**config.mk**
```make
export PLATFORM = sky130hd
export DESIGN_NAME = mux_nway_rr
export DESIGN_NICKNAME = d
export VERILOG_FILES = /design/src/rtl/mux_nway_rr.sv
export SDC_FILE = /design/constraint.sdc
export NUM_CORES = 1
export LEC_CHECK = 0
export BUFFER_PORTS_ARGS = -buffer_cell sky130_fd_sc_hd__buf_2
export CAP_MARGIN = 25
export CORE_MARGIN = 5
export CORE_UTILIZATION = 49
export CTS_BUF_LIST = sky130_fd_sc_hd__clkbuf_16
export DETAILED_ROUTE_END_ITERATION = 8
export GPL_TIMING_DRIVEN = 0
export PLACE_DENSITY_LB_ADDON = 0.25
export SLEW_MARGIN = 10
export SYNTH_ARGS = -nofsm -noshare
export SYNTH_HDL_FRONTEND = slang
export SYNTH_SLANG_ARGS = --single-unit
export TNS_END_PERCENT = 20
```
**constraint.sdc**
```tcl
create_clock -name clock -period 7.2 [get_ports clock]
set_clock_uncertainty 0.2 [all_clocks]
set_input_delay 1.44 -clock clock [delete_from_list [all_inputs] [get_ports clock]]
set_output_delay 1.44 -clock clock [all_outputs]
set_load 0.05 [all_outputs]
```
**src/rtl/mux_nway_rr.sv**
```systemverilog
// mux_nway_rr: N-channel, W-bit registered multiplexer with valid/ready on every
// input and on the output. mode=0 routes the channel chosen by sel; mode=1
// arbitrates round-robin among valid channels starting at an internal pointer.
// One output register stage gives one cycle of latency and full throughput.
//
// Optional feature macro: MUX_NWAY_RR_COUNT_EN adds per-channel saturating
// 8-bit transfer counters on port grant_cnt.
//
// Ports:
//   clock      in   sole clock, rising edge
//   reset_n    in   asynchronous active-low reset
//   in_data    in   CHANNELS*WIDTH, channel i at [i*WIDTH +: WIDTH]
//   in_valid   in   per-channel valid
//   in_ready   out  per-channel ready (combinational, at most one bit high)
//   sel        in   channel select, used when mode=0
//   mode       in   0 = fixed select, 1 = round-robin
//   out_data   out  registered data
//   out_chan   out  source channel of out_data
//   out_valid  out  output register holds data
//   out_ready  in   consumer accepts
//   grant_cnt  out  CHANNELS*8 transfer counters (MUX_NWAY_RR_COUNT_EN only)
module mux_nway_rr #(
  parameter int unsigned WIDTH    = 8,
  parameter int unsigned CHANNELS = 4
) (
  input  logic                          clock,
  input  logic                          reset_n,
  input  logic [CHANNELS*WIDTH-1:0]     in_data,
  input  logic [CHANNELS-1:0]           in_valid,
  output logic [CHANNELS-1:0]           in_ready,
  input  logic [$clog2(CHANNELS)-1:0]   sel,
  input  logic                          mode,
  output logic [WIDTH-1:0]              out_data,
  output logic [$clog2(CHANNELS)-1:0]   out_chan,
  output logic                          out_valid,
  input  logic                          out_ready
`ifdef MUX_NWAY_RR_COUNT_EN
  ,
  output logic [CHANNELS*8-1:0]         grant_cnt
`endif
);

  localparam int unsigned SEL_W = $clog2(CHANNELS);
  localparam int unsigned CNT_W = 8;

  logic [SEL_W-1:0] ptr;
  logic [SEL_W-1:0] grant;
  logic             grant_ok;
  logic             load;
  logic             xfer;
  logic [WIDTH-1:0] grant_data;

  // Output register can accept a new word when empty or being drained.
  assign load = !out_valid || out_ready;
  assign xfer = grant_ok && load;

  // Grant selection: fixed channel in mode 0, first valid channel at or after ptr in mode 1.
  always_comb begin : grant_sel
    int unsigned idx;
    grant    = '0;
    grant_ok = 1'b0;
    idx      = 0;
    if (!mode) begin
      for (int unsigned i = 0; i < CHANNELS; i++) begin
        if (sel == SEL_W'(i) && in_valid[i]) begin
          grant    = SEL_W'(i);
          grant_ok = 1'b1;
        end
      end
    end else begin
      for (int unsigned k = 0; k < CHANNELS; k++) begin
        idx = 32'(ptr) + k;
        if (idx >= CHANNELS) begin
          idx = idx - CHANNELS;
        end
        if (!grant_ok && in_valid[idx]) begin
          grant    = SEL_W'(idx);
          grant_ok = 1'b1;
        end
      end
    end
  end

  // One-hot ready to the granted producer and the data it offers.
  always_comb begin
    in_ready   = '0;
    grant_data = '0;
    for (int unsigned i = 0; i < CHANNELS; i++) begin
      if (grant == SEL_W'(i)) begin
        in_ready[i] = xfer;
        grant_data  = in_data[i*WIDTH +: WIDTH];
      end
    end
  end

  // Output register and round-robin pointer.
  always_ff @(posedge clock or negedge reset_n) begin
    if (!reset_n) begin
      out_data  <= '0;
      out_chan  <= '0;
      out_valid <= 1'b0;
      ptr       <= '0;
    end else if (load) begin
      if (grant_ok) begin
        out_data  <= grant_data;
        out_chan  <= grant;
        out_valid <= 1'b1;
        if (mode) begin
          ptr <= (grant == SEL_W'(CHANNELS - 1)) ? '0 : grant + SEL_W'(1);
        end
      end else begin
        out_valid <= 1'b0;
      end
    end
  end

`ifdef MUX_NWAY_RR_COUNT_EN
  // Per-channel saturating transfer counters.
  for (genvar i = 0; i < CHANNELS; i++) begin : g_cnt
    always_ff @(posedge clock or negedge reset_n) begin
      if (!reset_n) begin
        grant_cnt[i*CNT_W +: CNT_W] <= '0;
      end else if (xfer && grant == SEL_W'(i) &&
                   grant_cnt[i*CNT_W +: CNT_W] != {CNT_W{1'b1}}) begin
        grant_cnt[i*CNT_W +: CNT_W] <= grant_cnt[i*CNT_W +: CNT_W] + CNT_W'(1);
      end
    end
  end
`endif

endmodule

```
== Word level (Yosys, flattened, before mapping) ==
Cells that the tools add are included.
Widths: inputs -> output; s select.
Word-level totals
  register bits after elaboration: 13
  input port bits: 42
  output and inout port bits: 15
  word-level logic and storage cells: 89
Cells by class
  add/subtract/negate cells: 8
  magnitude comparators: 8
  equality and inequality tests: 6
  multiplexer cells: 46
  reductions and logical operators: 17
Operators with widths (count)
  $mux 32: 8
  $lt 32x3->1 const B: 4
  $mux 8: 4
  $mux 1: 22
  $mux 2: 8
  $sub 3x3->4 const B: 3
  $ge 3x3->1 const B: 3
  $bmux 1 s2: 4
  $eq 2x2->1 const B: 4
  $logic_and 1x1->1: 8
  $add 2x2->3 const B: 2
  $eq 2x1->1 const B: 2
  $logic_not 1->1: 4
  $logic_not 2->1: 2
  $sub 2x3->4 const B: 1
  $add 2x1->3 const B: 1
  $ge 2x3->1 const B: 1
  $reduce_and 3->1: 1
  $add 2x1->2 const B: 1
  $reduce_and 2->1: 1
  $logic_or 1x1->1: 1

== Logic depth before layout (Yosys ltp) ==
Gate-level depths: netlist of the first run.
  depth after elaboration: 24
  mapped depth: 11
  depth with buffers taken out: 9

== Worst setup path after synthesis of the first run ==
OpenSTA, ideal clock, no wires.
  kind: input-to-output
  start: in in_valid[0]
  end: out in_ready[3]
  arrival: 3.443 ns
  required time: 5.560 ns
  setup slack: 2.117 ns
  stages on the path: 9
  path buffers: 3
  cell sequence: buf_2 nor2_1 o32a_1 o2111ai_1 and3_1 ha_1 buf_1 clkbuf_1 and2_1
On the way
  word-level cells in the longest chain between the ends: 18
  elaborated cells between the ends (all ways): 35
  those cells by class: 1 x eq/ne; 26 x mux; 8 x reduce/logical
RTL lines
  start, declared: line 29  | input logic [CHANNELS-1:0] in_valid,
  $bmux 1 s2: line 76  | if (!grant_ok && in_valid[idx]) begin
  $mux 1 (not written as such): line 76
  $mux 1: line 76
  $mux 1: line 63  | if (!mode) begin
  $logic_not 1->1: line 76
  $logic_and 1x1->1: line 76
  $mux 1: line 76
  $mux 1: line 63
  (+3 left out)
  $mux 1: line 63
  $logic_not 1->1: line 76
  $logic_and 1x1->1: line 76
  $mux 2 *: line 76
  $mux 2 *: line 63
  via grant[1]: line 47  | logic [SEL_W-1:0] grant;
  $eq 2x2->1 *: line 89  | if (grant == SEL_W'(i)) begin
  $mux 1 *: line 89
  end, declared: line 30  | output logic [CHANNELS-1:0] in_ready,
Mark *: on every way through the listed nets, which the timed path passes. The rest lies on a longest branch. The select of a mux whose other input is x is not followed.

== Worst setup path after layout of the first run ==
  start: in in_valid[1]
  end: out in_ready[3]
On the way
  word-level cells in the longest chain between the ends: 18
  elaborated cells between the ends (all ways): 37
  those cells by class: 1 x eq/ne; 28 x mux; 8 x reduce/logical
RTL lines (line)
  $bmux 1 s2: 76
  $mux 1 (not written as such): 76
  $mux 1: 76
  $mux 1: 63
  $logic_not 1->1: 76
  $logic_and 1x1->1: 76
  $mux 1: 76
  $mux 1: 63
  (+3 left out)
  $mux 1: 63
  $logic_not 1->1: 76
  $logic_and 1x1->1: 76
  $mux 2: 76
  $mux 2 *: 63
  via grant[0]: 47
  $eq 2x2->1 *: 89
  $mux 1 *: 89
Marks and branches as above.

==> flow_summary.json, run 1 <==
{
  "wl_um": 3280,
  "cts_resized": 0,
  "first_pass_iters": 4,
  "die_width_um": 58.2,
  "start_util": 0.515,
  "slew-limit-headroom": 0.641,
  "holdBufCountCts": 0,
  "syn_nets": 165,
  "drc_errors": 0,
  "dr_total_vias": 1139,
  "switching_share": 0.459,
  "hold_violations": 0,
  "yosys.cell_types.count": 37,
  "worst_path_max_delay_cell": "o21ai_0",
  "cts_max_level": 1,
  "cts_buffers": 3,
  "p_int_mw": 0.295,
  "tightest_slew_ns": 0.533,
  "fin_tns_setup_ns": 0,
  "dp_hpwl_um": 2490,
  "synth_area_um2": 1140,
  "cts.sinks": 13,
  "p_leak_nw": 0.754,
  "final_core_util": 0.691,
  "synth_cells": 119,
  "clk_pin_slew_worst_paths_ns": 0.04,
  "synth-async-reset-ratio": 1.00,
  "clk_latency_ns": 0.24,
  "dieHeight_um": 58.2,
  "cp_cell_sequence": "buf_2 > buf_2 > a21boi_0 > o221ai_1 > o21ai_0 > ha_1 > buf_1 > clkbuf_1 > and2_1 > buf_2",
  "io_pins": 57,
  "viasPerCell": 5.53,
  "finalMaxSlewViolations": 0,
  "synth_edf_count": 0,
  "antenna_found_initial": 0,
  "seq_area_um2": 325,
  "crit_fanout": 10,
  "wl_per_cell_um": 15.9,
  "cts_tree": "built",
  "syn_area_per_cell_um2": 9.58,
  "critPathMostFrequentCell": "buf_2",
  "ys_seq_area_frac": 0.285,
  "fmax_mhz": 179,
  "finalSetupViolCount": 0,
  "cp_num_buf_inv": 5,
  "start_kind": "input pin",
  "cts_setup_buffers": 0,
  "comb_power_share": 0.579,
  "io_buffers": 55,
  "crit_type": "in -> out",
  "row_count": 17,
  "grt-ovfl-total": 0,
  "grt_usage": 0.212,
  "hold-worst-slack_ns": 0.301,
  "place.gp.congestion": 0.802,
  "setup_ws_ns": 1.61,
  "ys_ff_latch": 13,
  "ir_drop_mv": 0.256,
  "endpoint_kind": "output port",
  "multi_input_area_um2": 736,
  "grt_max_degree": 14,
  "cap_violations": 0,
  "place_ws_ns": 1.67,
  "cts_buffer_depth": 2,
  "yosys_warnings": 0,
  "cp_data_required_time_ns": 5.56,
  "cts_root_buf": "clkbuf_16",
  "drtAntennaViolNets": 0,
  "nNetsFinal": 225,
  "power_density_nw_per_um2": 357,
  "crit_family": "buffers and inverters",
  "ys.flop_type": "dfrtp_1",
  "period_share": 0.777,
  "status": "finished, final reports clean",
  "grt_pass1_wl_um": 5560,
  "grt_pass1_vias": 1242,
  "coreArea_um2": 2210,
  "syn_to_final_growth_pct": 34.1,
  "switching_power_mw": 0.250,
  "diodes": 0,
  "timing.critical_path.slowest_cell_delay_ns": 0.47,
  "post-route-min-period_ns": 5.59,
  "drive_above_1_share": 0.461,
  "die_area_um2": 3390,
  "cp.arrival_ns": 3.95,
  "seq_power_share": 0.230,
  "drt-initial-drc-count": 45,
  "rsz0062_at_grt": "no",
  "fillCellCount": 181,
  "pwr-share-clk": 0.191,
  "hp-class": "reg -> reg"
}
[cell families after synthesis]
logic type                 Yosys count  share of synthesized area
adders and majority gates            4                     0.0439
muxes                               16                      0.186
buffers and inverters               16                     0.0691
and+or+nand+nor                     39                      0.194
AOI/OAI and AO/OA                   31                      0.222
DFF                                 13                      0.285
[final cells by class]
type	count	area share
Inverter	7	0.0172
Timing Repair Buffer	55	0.180
Buffer	9	0.0344
Tap cell	28	0.0229
Clock inverter	1	0.00245
Clock buffer	3	0.0491
Multi-Input combinational cell	90	0.481
Sequential cell	13	0.213
[sequential cells by signal (all words and copies together) (netlist names)]
register	cells
out_chan	2
ptr	2
out_valid	1
out_data	8
[placed cells by master, fill, tap and decap left out, types with 2 or more instances in the layout]
cell       count
buf_2         58
dfrtp_1       13
mux2_2         7
o21ai_0        6
nor2_1         2
mux2i_1        2
nand3_1        2
mux2_4         6
a221oi_1       7
ha_1           4
inv_1          8
clkbuf_16      3
nand2_1        9
a21oi_1        2
clkbuf_1       3
nand2b_1       2
buf_6          2
nor2b_1       11
and2_1         4
or2_2          2
nor4_1         2
o31ai_1        7
[power groups by stage]
stage	logic, mW	clock network, mW	registers [mW]
finish	0.316	0.104	0.125
global route	0.339	0.109	0.131
CTS	0.317	0.106	0.126
detailed placement	0.314	0	0.127
global placement	0.309	0	0.124
floorplan	0.149	0	0.219
[metrics by stage]
stage / total power, mW / cell area [µm²] / std cells
2_1_floorplan: 0.368 / 1140 / 119
3_3_place_gp: 0.433 / 1450 / 202
3_5_place_dp: 0.441 / 1450 / 202
4_1_cts: 0.549 / 1530 / 206
5_1_grt: 0.580 / 1530 / 206
6_report: 0.546 / 1530 / 206
[routing by layer]
metal  GRT usage  wire (µm)
met2       0.348       1630
met1       0.262       1350
met5           0          0
met3      0.0557        222
met4      0.0861         81
[Yosys cell counts, types with 4 or more instances]
cell	instances	area, µm²
dfrtp_1	13	325
mux2_4	6	90.1
and2_1	4	25.0
ha_1	4	50.1
inv_1	7	26.3
mux2_2	7	78.8
o21ai_0	6	30.0
nand2_1	9	33.8
o31ai_1	7	52.6
a221oi_1	7	61.3
nor2b_1	11	68.8
[final timing paths]
| path | startpoint | end | slack [ns] | cells past startpoint |
|---|---|---|---|---|
| worst min register to register | out_data[4]$_DFFE_PN0N_ | out_data[4]$_DFFE_PN0N_ | 0.30 | 1 |
| worst min-delay path | out_data[4]$_DFFE_PN0N_ | out_data[4]$_DFFE_PN0N_ | 0.30 | 1 |
| worst max register to register | ptr[1]$_DFFE_PN0P_ | out_data[6]$_DFFE_PN0N_ | 4.14 | 10 |
| min in group asynchronous | reset_n | out_data[6]$_DFFE_PN0N_ | 0.89 | 1 |
| worst max-delay path | in_valid[1] | in_ready[3] | 1.61 | 10 |
| max in group asynchronous | reset_n | out_data[3]$_DFFE_PN0N_ | 5.68 | 1 |
No activity file was read; power rests on OpenSTA's default activity.
==> inputs of run 2 (changes only) <==
--- a/config.mk
+++ b/config.mk
@@ -8,7 +8,7 @@
 export BUFFER_PORTS_ARGS = -buffer_cell sky130_fd_sc_hd__buf_2
 export CAP_MARGIN = 25
 export CORE_MARGIN = 5
-export CORE_UTILIZATION = 49
+export CORE_UTILIZATION = 45
 export CTS_BUF_LIST = sky130_fd_sc_hd__clkbuf_16
 export DETAILED_ROUTE_END_ITERATION = 8
 export GPL_TIMING_DRIVEN = 0
==> constraint.sdc (replaced) <==
create_clock -name clock -period 5.4 [get_ports clock]
set_clock_uncertainty 0.2 [all_clocks]
set_input_delay 1.08 -clock clock [delete_from_list [all_inputs] [get_ports clock]]
set_output_delay 1.08 -clock clock [all_outputs]
set_load 0.05 [all_outputs]
==> run 2 against run 1 <==
Against the previous run: register-to-register slack lost 1.8 ns; core utilization shrank 6.7 points; die area increased by 7.3%; critical path depth is 1 higher; combinational power grew 34%; worst setup slack worse by 1.0 ns; via count increased by 1.2%; global-route usage decreased by 4.0 points; sequential share of layout area is essentially flat; sequential cell count is the same; cell area grew 0.16%; clock-buffer cell count is the same; critical endpoint unchanged; highest routed layer unchanged.
==> flow_summary.json, run 2 (synthesis gave the netlist of run 1 again) <==
{
  "clk_pin_slew_worst_paths_ns": 0.04,
  "die_width_um": 60.3,
  "reg_top3": "out_data (8), out_chan (2), ptr (2)",
  "ir_drop_mv": 0.331,
  "wl_met3_um": 317,
  "layout_commonest_cell": "buf_2",
  "nNetsFinal": 225,
  "cts_max_level": 1,
  "dr_wl_met2_um": 1430,
  "period_share": 0.889,
  "cts_root_buf": "clkbuf_16",
  "slew-limit-headroom": 0.661,
  "viasPerCell": 5.54,
  "fin_tns_setup_ns": 0,
  "multi_input_area_um2": 736,
  "dieHeight_um": 60.3,
  "cts_tree": "built",
  "io_pins": 57,
  "drc_errors": 0,
  "hp-class": "reg -> reg",
  "final_core_util": 0.624,
  "rsz0062_at_grt": "no",
  "crit_family": "buffers and inverters",
  "cts_buffer_depth": 2,
  "dp_hpwl_um": 2490,
  "cts_resized": 0,
  "cp_cell_sequence": "buf_2 > buf_2 > nor2_1 > o32a_1 > o2111ai_1 > and3_1 > ha_1 > buf_1 > clkbuf_1 > and2_1 > buf_2",
  "critPathMostFrequentCell": "buf_2",
  "cts.sinks": 13,
  "cts_buffers": 3,
  "dr_total_vias": 1153,
  "start_kind": "input pin",
  "stdcell_area_um2": 1530,
  "hold_violations": 0,
  "first_pass_iters": 4,
  "power_density_nw_per_um2": 473,
  "status": "finished, final reports clean",
  "holdBufCountCts": 0,
  "diodes": 0,
  "wl_met1_um": 1210,
  "layout_common_cells": "58 x buf_2, 13 x dfrtp_1, 11 x nor2b_1",
  "fmax_mhz": 208,
  "start_util": 0.464,
  "clk_latency_ns": 0.24,
  "place_area_um2": 1450,
  "grt_pass1_vias": 1108,
  "grt_pass1_wl_um": 4730,
  "grt_usage": 0.172,
  "fillCellCount": 215,
  "io_buffers": 55,
  "crit_fanout": 10,
  "drive_above_1_share": 0.461,
  "finalSetupViolCount": 0,
  "die_area_um2": 3640,
  "cap_violations": 0,
  "finalMaxSlewViolations": 0,
  "regMostFlops": "out_data",
  "post-route-min-period_ns": 4.80,
  "endpoint_kind": "output port",
  "drt-initial-drc-count": 71,
  "row_count": 18,
  "drtAntennaViolNets": 0,
  "cp_data_required_time_ns": 4.12,
  "antenna_found_initial": 0,
  "wl_um": 3030,
  "cp_num_buf_inv": 5,
  "cts_setup_buffers": 0,
  "p_leak_nw": 0.754,
  "worst_path_max_delay_cell": "clkbuf_1",
  "cp.arrival_ns": 3.52,
  "crit_type": "in -> out",
  "largest_reg_flops": 8,
  "wl_per_cell_um": 14.6,
  "grt-ovfl-total": 0,
  "coreArea_um2": 2450,
  "seq_area_um2": 325,
  "grt_max_degree": 14,
  "syn_to_final_growth_pct": 34.4,
  "place.gp.congestion": 0.871,
  "timing.critical_path.slowest_cell_delay_ns": 0.37,
  "top_layer": "met4",
  "tightest_slew_ns": 0.508
}
run 2: path summary, 6_finish.rpt:
kind                                    startpoint                       to  slack (ns)  cells past startpoint
max                                    in_valid[0]              in_ready[3]        0.60                     11
min                        out_chan[1]$_DFFE_PN0N_  out_chan[1]$_DFFE_PN0N_        0.30                      1
max reg2reg                     ptr[1]$_DFFE_PN0P_  out_data[0]$_DFFE_PN0N_        2.36                     10
max in group asynchronous                  reset_n  out_data[5]$_DFFE_PN0N_        4.24                      1
min in group asynchronous                  reset_n  out_data[0]$_DFFE_PN0N_        0.53                      1
min reg2reg                out_chan[1]$_DFFE_PN0N_  out_chan[1]$_DFFE_PN0N_        0.30                      1
run 2: area by class of cell:
class	count	share of cell area
multi-input cells	90	0.480
well taps	30	0.0245
repair buffers	55	0.180
clock buffers	3	0.0490
flip-flops and latches	13	0.212
inverters	7	0.0172
plain buffers	9	0.0343
clock inverters	1	0.00245
run 2: metrics by stage:
stage | total power, mW | instances | hold WS (ns) | setup WS (ns)
floorplan | 0.491 | 119 | 0.399 | 1.04
global route | 0.771 | 208 | 0.311 | 0.361
CTS | 0.731 | 208 | 0.301 | 0.612
finish | 0.724 | 208 | 0.296 | 0.599
global placement | 0.580 | 204 | 0.276 | 0.682
detailed placement | 0.590 | 204 | 0.289 | 0.628
run 2: routing by layer:
layer,up-vias,global-route usage
met2,53,0.298
met3,8,0.0404
li1,557,-
met4,0,0.0823
met5,-,0
met1,535,0.198
run 2: power by group:
group	switching, mW	internal [mW]	total (mW)
Clock	0.0385	0.0974	0.136
Sequential	0.0245	0.141	0.165
Combinational	0.268	0.155	0.423
Total	0.331	0.394	0.724
